--- config.mk ---
export PLATFORM = sky130hd
export DESIGN_NAME = pass_check_flat
export DESIGN_NICKNAME = d
export VERILOG_FILES = /design/src/rtl/pass_check_pkg.sv /design/src/rtl/pass_check_if.sv /design/src/rtl/pass_check_btn_sync_edge.sv /design/src/rtl/pass_check.sv /design/src/flat_wrapper.sv
export SDC_FILE = /design/constraint.sdc
export NUM_CORES = 1
export LEC_CHECK = 0
export ABC_AREA = 0
export CORE_UTILIZATION = 41
export DETAILED_ROUTE_END_ITERATION = 10
export PLACE_DENSITY = 0.73
export SETUP_SLACK_MARGIN = 0.1
export SYNTH_ARGS = -nofsm -noshare
export SYNTH_HDL_FRONTEND = slang
export SYNTH_SLANG_ARGS = --single-unit
--- constraint.sdc ---
create_clock -name CLK -period 1.9 [get_ports CLK]
set_clock_uncertainty 0.15 [all_clocks]
set_input_delay 0.38 -clock CLK [delete_from_list [all_inputs] [get_ports CLK]]
set_output_delay 0.38 -clock CLK [all_outputs]
set_load 0.005 [all_outputs]
--- src/rtl/pass_check_pkg.sv ---
// State and stage encodings shared by the password sequencer and its bench.
package pass_check_pkg;

    localparam int PW_W_DEF = 3;

    typedef logic [2:0] state_t;

    localparam state_t ST_IDLE = 3'd0;
    localparam state_t ST_S1   = 3'd1;
    localparam state_t ST_S2   = 3'd2;
    localparam state_t ST_S3   = 3'd3;
    localparam state_t ST_OPEN = 3'd4;
    localparam state_t ST_LOCK = 3'd5;

    localparam logic [1:0] STG_IDLE = 2'd0;
    localparam logic [1:0] STG_D1   = 2'd1;
    localparam logic [1:0] STG_D2   = 2'd2;
    localparam logic [1:0] STG_D3   = 2'd3;

    // The password registers match on this index, so only digit states map to non-zero.
    function automatic logic [1:0] stage_of(input state_t st);
        case (st)
            ST_S1:            return STG_D1;
            ST_S2:            return STG_D2;
            ST_S3:            return STG_D3;
            ST_OPEN, ST_LOCK: return STG_IDLE;
            default:          return STG_IDLE;
        endcase
    endfunction

endpackage

--- src/rtl/pass_check_if.sv ---
// Switch/button inputs, stored codes and lock/LED outputs of the password sequencer.
interface pass_check_if
    import pass_check_pkg::*;
#(
    parameter int PW_W = PW_W_DEF
);
    logic [PW_W-1:0] D;
    logic            EN;
    logic            CREATE;
    logic [PW_W-1:0] PW1;
    logic [PW_W-1:0] PW2;
    logic [PW_W-1:0] PW3;
    logic [1:0]      STAGE;
    logic            UNLOCKED;
    logic            FAIL;
    logic [1:0]      FAIL_CNT;
    logic            LOCKED_OUT;

    modport slave (
        input  D, EN, CREATE, PW1, PW2, PW3,
        output STAGE, UNLOCKED, FAIL, FAIL_CNT, LOCKED_OUT
    );

    modport master (
        output D, EN, CREATE, PW1, PW2, PW3,
        input  STAGE, UNLOCKED, FAIL, FAIL_CNT, LOCKED_OUT
    );
endinterface

--- src/rtl/pass_check_btn_sync_edge.sv ---
// Enter-button synchronizer: 2 sync flops + history flop, registered one-cycle rise/release pulses.
// An EN fall before edge k gives o_rel high in the cycle after edge k+2.
module btn_sync_edge (
    input  logic CLK,
    input  logic RST,
    input  logic i_btn,
    output logic o_rise,
    output logic o_rel
);
    logic r_s1;
    logic r_s2;
    logic r_s3;
    logic r_rise;
    logic r_rel;

    always_ff @(posedge CLK or posedge RST) begin
        if (RST) begin
            r_s1   <= 1'b0;
            r_s2   <= 1'b0;
            r_s3   <= 1'b0;
            r_rise <= 1'b0;
            r_rel  <= 1'b0;
        end else begin
            r_s1   <= i_btn;
            r_s2   <= r_s1;
            r_s3   <= r_s2;
            r_rise <= r_s2 & ~r_s3;
            r_rel  <= ~r_s2 & r_s3;
        end
    end

    assign o_rise = r_rise;
    assign o_rel  = r_rel;
endmodule

--- src/rtl/pass_check.sv ---
// Password entry sequencer: create walk / verify compare; outputs update 3 edges after an EN release.
// LOCKOUT_TIMER_EN adds a LOCK state held for LOCK_CYCLES after MAX_FAILS failures.
module pass_check
    import pass_check_pkg::*;
#(
    parameter int PW_W      = PW_W_DEF,
    parameter int MAX_FAILS = 3
`ifdef LOCKOUT_TIMER_EN
    ,
    parameter int LOCK_CYCLES = 500_000_000
`endif
) (
    input  logic          CLK,
    input  logic          RST,
    pass_check_if.slave   bus
);
    localparam logic [1:0] MAX_CNT = 2'(MAX_FAILS);

    logic            w_rise;
    logic            w_rel;
    logic            w_press;
    logic            w_locked;
    logic [PW_W-1:0] w_pw_sel;
    state_t          w_adv;
    logic            w_mm;
    logic [1:0]      w_cnt_inc;

    state_t          r_state;
    logic            r_mismatch;
    logic            r_fail;
    logic [1:0]      r_fail_cnt;
    logic            r_create_q;
    logic            r_mode;
    logic            r_armed;

    btn_sync_edge u_en_sync (
        .CLK    (CLK),
        .RST    (RST),
        .i_btn  (bus.EN),
        .o_rise (w_rise),
        .o_rel  (w_rel)
    );

`ifdef LOCKOUT_TIMER_EN
    localparam int LCW = (LOCK_CYCLES > 1) ? $clog2(LOCK_CYCLES) : 1;

    logic [LCW-1:0] r_lock_cnt;
    logic           w_lock_done;

    always_ff @(posedge CLK or posedge RST) begin
        if (RST) begin
            r_lock_cnt <= '0;
        end else if (r_state != ST_LOCK) begin
            r_lock_cnt <= '0;
        end else begin
            r_lock_cnt <= r_lock_cnt + 1'b1;
        end
    end

    assign w_locked    = (r_state == ST_LOCK);
    assign w_lock_done = w_locked && (r_lock_cnt == LCW'(LOCK_CYCLES - 1));
`else
    assign w_locked = 1'b0;
`endif

    // A press only counts if it began outside lockout, so a button held across
    // the end of a lockout cannot sneak in a release.
    always_ff @(posedge CLK or posedge RST) begin
        if (RST) begin
            r_armed <= 1'b0;
        end else if (w_rise) begin
            r_armed <= ~w_locked;
        end else if (w_rel) begin
            r_armed <= 1'b0;
        end
    end

    assign w_press = w_rel & r_armed & ~w_locked;

    always_comb begin
        w_pw_sel = bus.PW1;
        w_adv    = ST_S2;
        case (r_state)
            ST_S2: begin
                w_pw_sel = bus.PW2;
                w_adv    = ST_S3;
            end
            ST_S3: begin
                w_pw_sel = bus.PW3;
                w_adv    = ST_IDLE;
            end
            default: begin
                w_pw_sel = bus.PW1;
                w_adv    = ST_S2;
            end
        endcase
    end

    assign w_mm      = r_mismatch | (bus.D != w_pw_sel);
    assign w_cnt_inc = (r_fail_cnt >= MAX_CNT) ? r_fail_cnt : r_fail_cnt + 2'd1;

    always_ff @(posedge CLK or posedge RST) begin
        if (RST) begin
            r_state    <= ST_IDLE;
            r_mismatch <= 1'b0;
            r_fail     <= 1'b0;
            r_fail_cnt <= 2'd0;
            r_create_q <= 1'b0;
            r_mode     <= 1'b0;
        end else begin
            r_fail     <= 1'b0;
            r_create_q <= bus.CREATE;
            case (r_state)
                ST_IDLE: begin
                    if (w_press) begin
                        r_state    <= ST_S1;
                        r_mismatch <= 1'b0;
                        r_mode     <= bus.CREATE;
                    end
                end
                ST_S1, ST_S2, ST_S3: begin
                    if (bus.CREATE != r_mode) begin
                        r_state    <= ST_IDLE;
                        r_mismatch <= 1'b0;
                    end else if (w_press) begin
                        if (r_mode) begin
                            r_state <= w_adv;
                        end else if (r_state != ST_S3) begin
                            r_state    <= w_adv;
                            r_mismatch <= w_mm;
                        end else if (!w_mm) begin
                            r_state    <= ST_OPEN;
                            r_mismatch <= 1'b0;
                            r_fail_cnt <= 2'd0;
                        end else begin
                            r_fail     <= 1'b1;
                            r_mismatch <= 1'b0;
                            r_fail_cnt <= w_cnt_inc;
`ifdef LOCKOUT_TIMER_EN
                            r_state    <= (w_cnt_inc == MAX_CNT) ? ST_LOCK : ST_IDLE;
`else
                            r_state    <= ST_IDLE;
`endif
                        end
                    end
                end
                ST_OPEN: begin
                    // Re-programming is only allowed from IDLE, so a CREATE flip relocks first.
                    if (w_press || (bus.CREATE && !r_create_q)) begin
                        r_state <= ST_IDLE;
                    end
                end
`ifdef LOCKOUT_TIMER_EN
                ST_LOCK: begin
                    if (w_lock_done) begin
                        r_state    <= ST_IDLE;
                        r_fail_cnt <= 2'd0;
                    end
                end
`endif
                default: begin
                    r_state <= ST_IDLE;
                end
            endcase
        end
    end

    assign bus.STAGE      = stage_of(r_state);
    assign bus.UNLOCKED   = (r_state == ST_OPEN);
    assign bus.FAIL       = r_fail;
    assign bus.FAIL_CNT   = r_fail_cnt;
    assign bus.LOCKED_OUT = w_locked;
endmodule

--- src/flat_wrapper.sv ---
// flat-port wrapper written by rule: the top's interface ports become plain ports
module pass_check_flat import pass_check_pkg::*;
#(
    parameter int PW_W      = PW_W_DEF,
    parameter int MAX_FAILS = 3

)
  (CLK, RST, bus_D, bus_EN, bus_CREATE, bus_PW1, bus_PW2, bus_PW3, bus_STAGE, bus_UNLOCKED, bus_FAIL, bus_FAIL_CNT, bus_LOCKED_OUT);
  pass_check_if #(.PW_W(PW_W)) bus_i ();
  input  logic CLK;
  input  logic RST;
  input wire logic [$bits(bus_i.D)-1:0] bus_D;
  input wire logic [$bits(bus_i.EN)-1:0] bus_EN;
  input wire logic [$bits(bus_i.CREATE)-1:0] bus_CREATE;
  input wire logic [$bits(bus_i.PW1)-1:0] bus_PW1;
  input wire logic [$bits(bus_i.PW2)-1:0] bus_PW2;
  input wire logic [$bits(bus_i.PW3)-1:0] bus_PW3;
  output wire logic [$bits(bus_i.STAGE)-1:0] bus_STAGE;
  output wire logic [$bits(bus_i.UNLOCKED)-1:0] bus_UNLOCKED;
  output wire logic [$bits(bus_i.FAIL)-1:0] bus_FAIL;
  output wire logic [$bits(bus_i.FAIL_CNT)-1:0] bus_FAIL_CNT;
  output wire logic [$bits(bus_i.LOCKED_OUT)-1:0] bus_LOCKED_OUT;
  assign bus_i.D = bus_D;
  assign bus_i.EN = bus_EN;
  assign bus_i.CREATE = bus_CREATE;
  assign bus_i.PW1 = bus_PW1;
  assign bus_i.PW2 = bus_PW2;
  assign bus_i.PW3 = bus_PW3;
  assign bus_STAGE = bus_i.STAGE;
  assign bus_UNLOCKED = bus_i.UNLOCKED;
  assign bus_FAIL = bus_i.FAIL;
  assign bus_FAIL_CNT = bus_i.FAIL_CNT;
  assign bus_LOCKED_OUT = bus_i.LOCKED_OUT;
  pass_check #(.PW_W(PW_W), .MAX_FAILS(MAX_FAILS)) u_core (.CLK(CLK), .RST(RST), .bus(bus_i));
endmodule
* Word-level counts from Yosys, hierarchy flattened *
Index checks and enable logic that the tools add are counted.

storage, ports and cells
  register bits after elaboration = 15
  input port bits = 16
  output and inout bits = 7
  logic and storage cells = 73

cells by class
  add/subtract/negate cells = 1
  order comparisons = 1
  eq/ne operators = 12
  muxes and demuxes = 27
  bitwise logic cells = 9
  reduce and logical (&&, ||, !) cells = 11

operators by type and width
  cell                                                    count
  2-to-1 mux 3 bit                                        7
  2-to-1 mux 1 bit                                        13
  case mux 3 bit (3 select lines)                         1
  == test 3 x 2 -> 1 bit (second input constant)          2
  case mux 2 bit (3 select lines)                         1
  case mux 3 bit (2 select lines)                         1
  AND reduction 6 bit                                     1
  inverter 1 bit                                          5
  2-to-1 mux 2 bit                                        2
  inequality test 2 x 1 -> 1 bit (second input constant)  2
  case mux 2 bit (2 select lines)                         1
  AND reduction 4 bit                                     1
  nonzero test 2 bit                                      2
  AND 1 bit                                               3
  == test 3 x 1 -> 1 bit (second input constant)          1
  == test 3 bit (second input constant)                   1
  zero test 3 bit                                         1
  inequality test 3 x 1 -> 1 bit (second input constant)  1
  inequality test 3 x 2 -> 1 bit (second input constant)  1
  inequality test 3 bit                                   1
  inequality test 3 bit (second input constant)           1
  AND reduction 3 bit                                     1
  OR reduction 3 bit                                      1
  adder 2 x 1 -> 2 bit (second input constant)            1
  9 further kinds                                         9

* Longest topological paths before layout *
  depth in word-level cells = 10
  mapped depth = 7
  mapped depth without buffers = 7

* Modules after synthesis *
From an unflattened synthesis, not the netlist that was laid out.

unflattened totals
  cells, all modules = 77
  area total of the unflattened synthesis = 835.8 um2

modules (own cells, without submodules)
  module         times used  cells each  area each (um2)  sequential area each (um2)
  pass_check     1           69          691.9            250.2
  btn_sync_edge  1           8           143.9            125.1

* Worst setup path after synthesis *
Ideal clock, no wire load.

  kind = reg2reg
  start = register u_core.r_state[0]
  end = register u_core.r_fail_cnt[0], in the netlist u_core.bus.FAIL_CNT[0]
  setup time = 118 ps
  data arrival time = 1,523 ps
  data required time = 1,632 ps
  slack = 109 ps
  stages on the path, launching flop included = 8
  path buffers = 1
  clock period less this slack = 1,791 ps
  cell sequence = dfrtp_1 buf_6 mux2i_1 xor2_1 a311oi_1 nor4_4 a21oi_1 a21o_1

between the ends
  cells in the longest elaborated chain, start to end = 6
  elaborated cells between the ends (all ways) = 12
  classes of those cells = 6 x eq/ne; 2 x mux; 2 x bitwise; 2 x reduce/logical

ends and longest elaborated chain
  what                             RTL line                             RTL
  start, declared                  pass_check.sv:28                     state_t r_state;
  start signal, assigned           pass_check.sv:127                    r_state <= w_adv;
  start signal, assigned           pass_check.sv:129                    r_state <= w_adv;
  == test 3 x 2 -> 1 bit           pass_check.sv:83, pass_check.sv:113
  case mux 3 bit (2 select lines)  pass_check.sv:83                     case (r_state)
  inequality test 3 bit            pass_check.sv:99                     assign w_mm = r_mismatch | (bus.D != w_pw_sel);
  OR 1 bit                         pass_check.sv:99
  inequality test 2 bit (no line)  --
  AND reduction 6 bit (no line)    --
  end signal, assigned             pass_check.sv:138                    r_fail_cnt <= w_cnt_inc;
  end, declared                    pass_check.sv:31                     logic [1:0] r_fail_cnt;

Parallel ways exist; a longest one is shown, timed or not.
A chain may end at the register's enable or synchronous reset.

* Worst setup path in the final report *
  start = register u_core.r_state[0]
  end = register u_core.r_fail_cnt[1], in the netlist u_core.bus.FAIL_CNT[1]

The elaborated chain is that of the path after synthesis.

==> results.sh <==
export IMPL_fmax_ghz=0.507
export IMPL_violations="setup timing"
export IMPL_path_buf_inv=2
export IMPL_ff2ff_setup_slack_ns=-0.07
export IMPL_final_period_utilization=1.04
export IMPL_drtPass1Iterations=4
export IMPL_worst_setup_path_end_kind="register"
export IMPL_rr_worst_depth=8
export IMPL_min_period_ns=1.97
export IMPL_die_w_um=46.0
export IMPL_die_y_um=46.0
export IMPL_grt_pass1_vias=683
export IMPL_vias=721
export IMPL_syn2layout_area_growth_pct=51.5
export IMPL_port_buffers=21
export IMPL_worstPathArrival_ns=2.01
export IMPL_drc=0
export IMPL_hpwl_um=1280
export IMPL_rows=15
export IMPL_cts_buffers=3
export IMPL_viasPerCell=4.94
export IMPL_worst_path_largest_cell_delay_ns=0.40
export IMPL_clk_latency_ns=0.29
export IMPL_grt_pass1_wl_um=2820
export IMPL_clockBufferDepth=2
export IMPL_synth_fp_nets=98
export IMPL_antenna_found_initial=0
export IMPL_syn_area_per_cell_um2=9.90
export IMPL_drtAntennaViolNets=0
export IMPL_wirelength_um=1720
export IMPL_regArea_um2=375
export IMPL_nets=140
export IMPL_routedWlPerCell_um=11.8
export IMPL_final_cell_mix="clkdlybuf4s50_1, buf_4, dfrtp_1"
export IMPL_antenna_cells=0
export IMPL_status="finished, violations left"
export IMPL_setup_ws_ns=-0.0740
export IMPL_relSlewSlack=0.638
export IMPL_cts_tree="built"
export IMPL_synth_top_area_cell="dfrtp_1"
export IMPL_p_per_area_mw_per_mm2=683
export IMPL_path_max_fanout=5
export IMPL_yosysWarnings=0
export IMPL_overflow=0
export IMPL_total_power_uw=819
export IMPL_hold_buffers=0
export IMPL_final_max_slew_viol_count=0
export IMPL_grt_max_degree=16
export IMPL_path_cells="buf_6 > buf_4 > mux2_2 > mux2i_1 > xnor2_1 > nor4_4 > a21oi_1 > a21o_1"
export IMPL_worst_pin_slew_ns=0.542
export IMPL_leakage_nw=0.553
export IMPL_peakVddDrop_mv=0.410
export IMPL_die_area_mm2=0.00211
export IMPL_yosys_register_bits=15
export IMPL_synth_area_leaders="dfrtp_1, xor2_1, a21oi_1"
export IMPL_hold_path_class="register to register"
export IMPL_cts_htree_levels=1
export IMPL_cp_slowest_cell="dfrtp_1"
export IMPL_required_ns=1.93
export IMPL_multiInputGateArea_um2=395
export IMPL_critPathTopFamily="multiplexers"
export IMPL_clk_pin_slew_worst_paths_ns=0.09
export IMPL_max_cap_viol_count=0
export IMPL_io_pins=23
export IMPL_cts_sinks=15
export IMPL_hold_viol=0
export IMPL_path_class="register to register"
export IMPL_nFillCells=154
export IMPL_drive_gt1_frac=0.273
export IMPL_path_depth=8
export IMPL_root_buffer="clkbuf_4"
export IMPL_setup_viol=4
export IMPL_crit_path_start_kind="register"
export IMPL_initial_core_util=0.449
export IMPL_yosysSeqAreaShare=0.474
export IMPL_synth_area_um2=792
export IMPL_grt_setup_unrepaired="true"
export IMPL_hold_path_depth=0
export IMPL_synth_distinct_cells=32
export IMPL_synth_cells=80
export IMPL_coreArea_mm2=0.00176
export IMPL_synth_top_area_share=0.474
export IMPL_fin_hold_ws_ns=0.214
export IMPL_track_usage=0.197
export IMPL_drt_iter0_markers=7
export IMPL_gp_routability_congestion=0.886
[per-layer routing]
metal,vias up,GRT usage,routed length [µm]
met5,-,0,0
met4,0,0.118,24
met3,4,0.0397,92
met2,20,0.355,899
met1,343,0.206,705
li1,354,-,-
[cell families after synthesis]
| kind of cell | after synthesis | synth area share |
|---|---|---|
| AOI/OAI and AO/OA | 17 | 0.131 |
| xor gates and xnor gates | 5 | 0.0553 |
| adders and majority gates | 2 | 0.0316 |
| buffers and inverters | 10 | 0.0616 |
| DFF | 15 | 0.474 |
| muxes | 4 | 0.0521 |
| other | 1 | 0.00473 |
| and+or+nand+nor | 26 | 0.190 |
[Yosys cell counts, drive strengths merged]
cell	count
nand4	1
xnor2	1
inv	8
o211ai	1
nor2	5
conb	1
nand3	1
o21ai	4
or2	1
mux2i	3
dfrtp	15
mux2	1
o31ai	1
a211oi	1
a311oi	1
xor2	4
nor3	4
a21oi	6
a21o	3
nand2b	1
or3	1
nor2b	3
or4	1
or3b	1
nand2	5
and2	1
nor4	1
buf	2
ha	2
[worst reg2reg max path, stage by stage, from the launching register on]
cell	delay, ns
dfrtp_1	0.40
buf_6	0.13
buf_4	0.13
mux2_2	0.26
mux2i_1	0.17
xnor2_1	0.13
nor4_4	0.27
a21oi_1	0.07
a21o_1	0.17
[cell type report]
cell class                 instances  area share
clock inverter                     1     0.00417
sequential                        15       0.313
tap                               25      0.0261
multi-input combinational         55       0.330
inverter                           8      0.0250
clock buffer                       3      0.0188
timing repair buffer              39       0.284
[per-stage QoR]
stage               instances  utilization  setup slack [ns]  cell area (µm²)  TNS [ns]
detailed placement        134        0.618            -0.311             1090     -1.38
finish                    146        0.680           -0.0740             1200    -0.220
floorplan                  80            -             0.109              792         0
CTS                       143        0.655           -0.0951             1150    -0.321
global route              146        0.680            -0.196             1200    -0.706
global placement          134        0.618            -0.291             1090     -1.34
[what timing repair did]
item,CTS,global route
buffers inserted,5,5
endpoints found under the setup margin,8,10
pin swaps,1,4
gates resized for setup,5,11
[power breakdown]
group / internal (mW) / switching (mW)
sequential: 0.345 / 0.0189
combinational: 0.153 / 0.124
clock: 0.0783 / 0.0998
[registers in the layout, summed over array words and instances, names as in the netlist]
signal and flops:
u_core.bus.FAIL_CNT 2, u_core.u_en_sync.r_s2 1, u_core.r_mismatch 1, u_core.r_state 3, u_core.r_mode 1, u_core.u_en_sync.r_s1 1
u_core.u_en_sync.r_s3 1, u_core.u_en_sync.o_rise 1, u_core.r_create_q 1, u_core.u_en_sync.o_rel 1, u_core.r_armed 1, u_core.bus.FAIL 1
[final timing paths]
kind	from	endpoint
hold reg to reg	u_core.u_en_sync.r_s1$_DFF_PP0_	u_core.u_en_sync.r_s2$_DFF_PP0_
min in group asynchronous	RST	u_core.bus.FAIL_CNT[0]$_DFFE_PP0P_
hold / removal	u_core.u_en_sync.r_s1$_DFF_PP0_	u_core.u_en_sync.r_s2$_DFF_PP0_
setup / recovery	u_core.r_state[0]$_DFFE_PP0P_	u_core.bus.FAIL_CNT[1]$_DFFE_PP0P_
setup reg to reg	u_core.r_state[0]$_DFFE_PP0P_	u_core.bus.FAIL_CNT[1]$_DFFE_PP0P_
max in group asynchronous	RST	u_core.r_armed$_DFFE_PP0P_
Power figures use the tool's default switching activity.
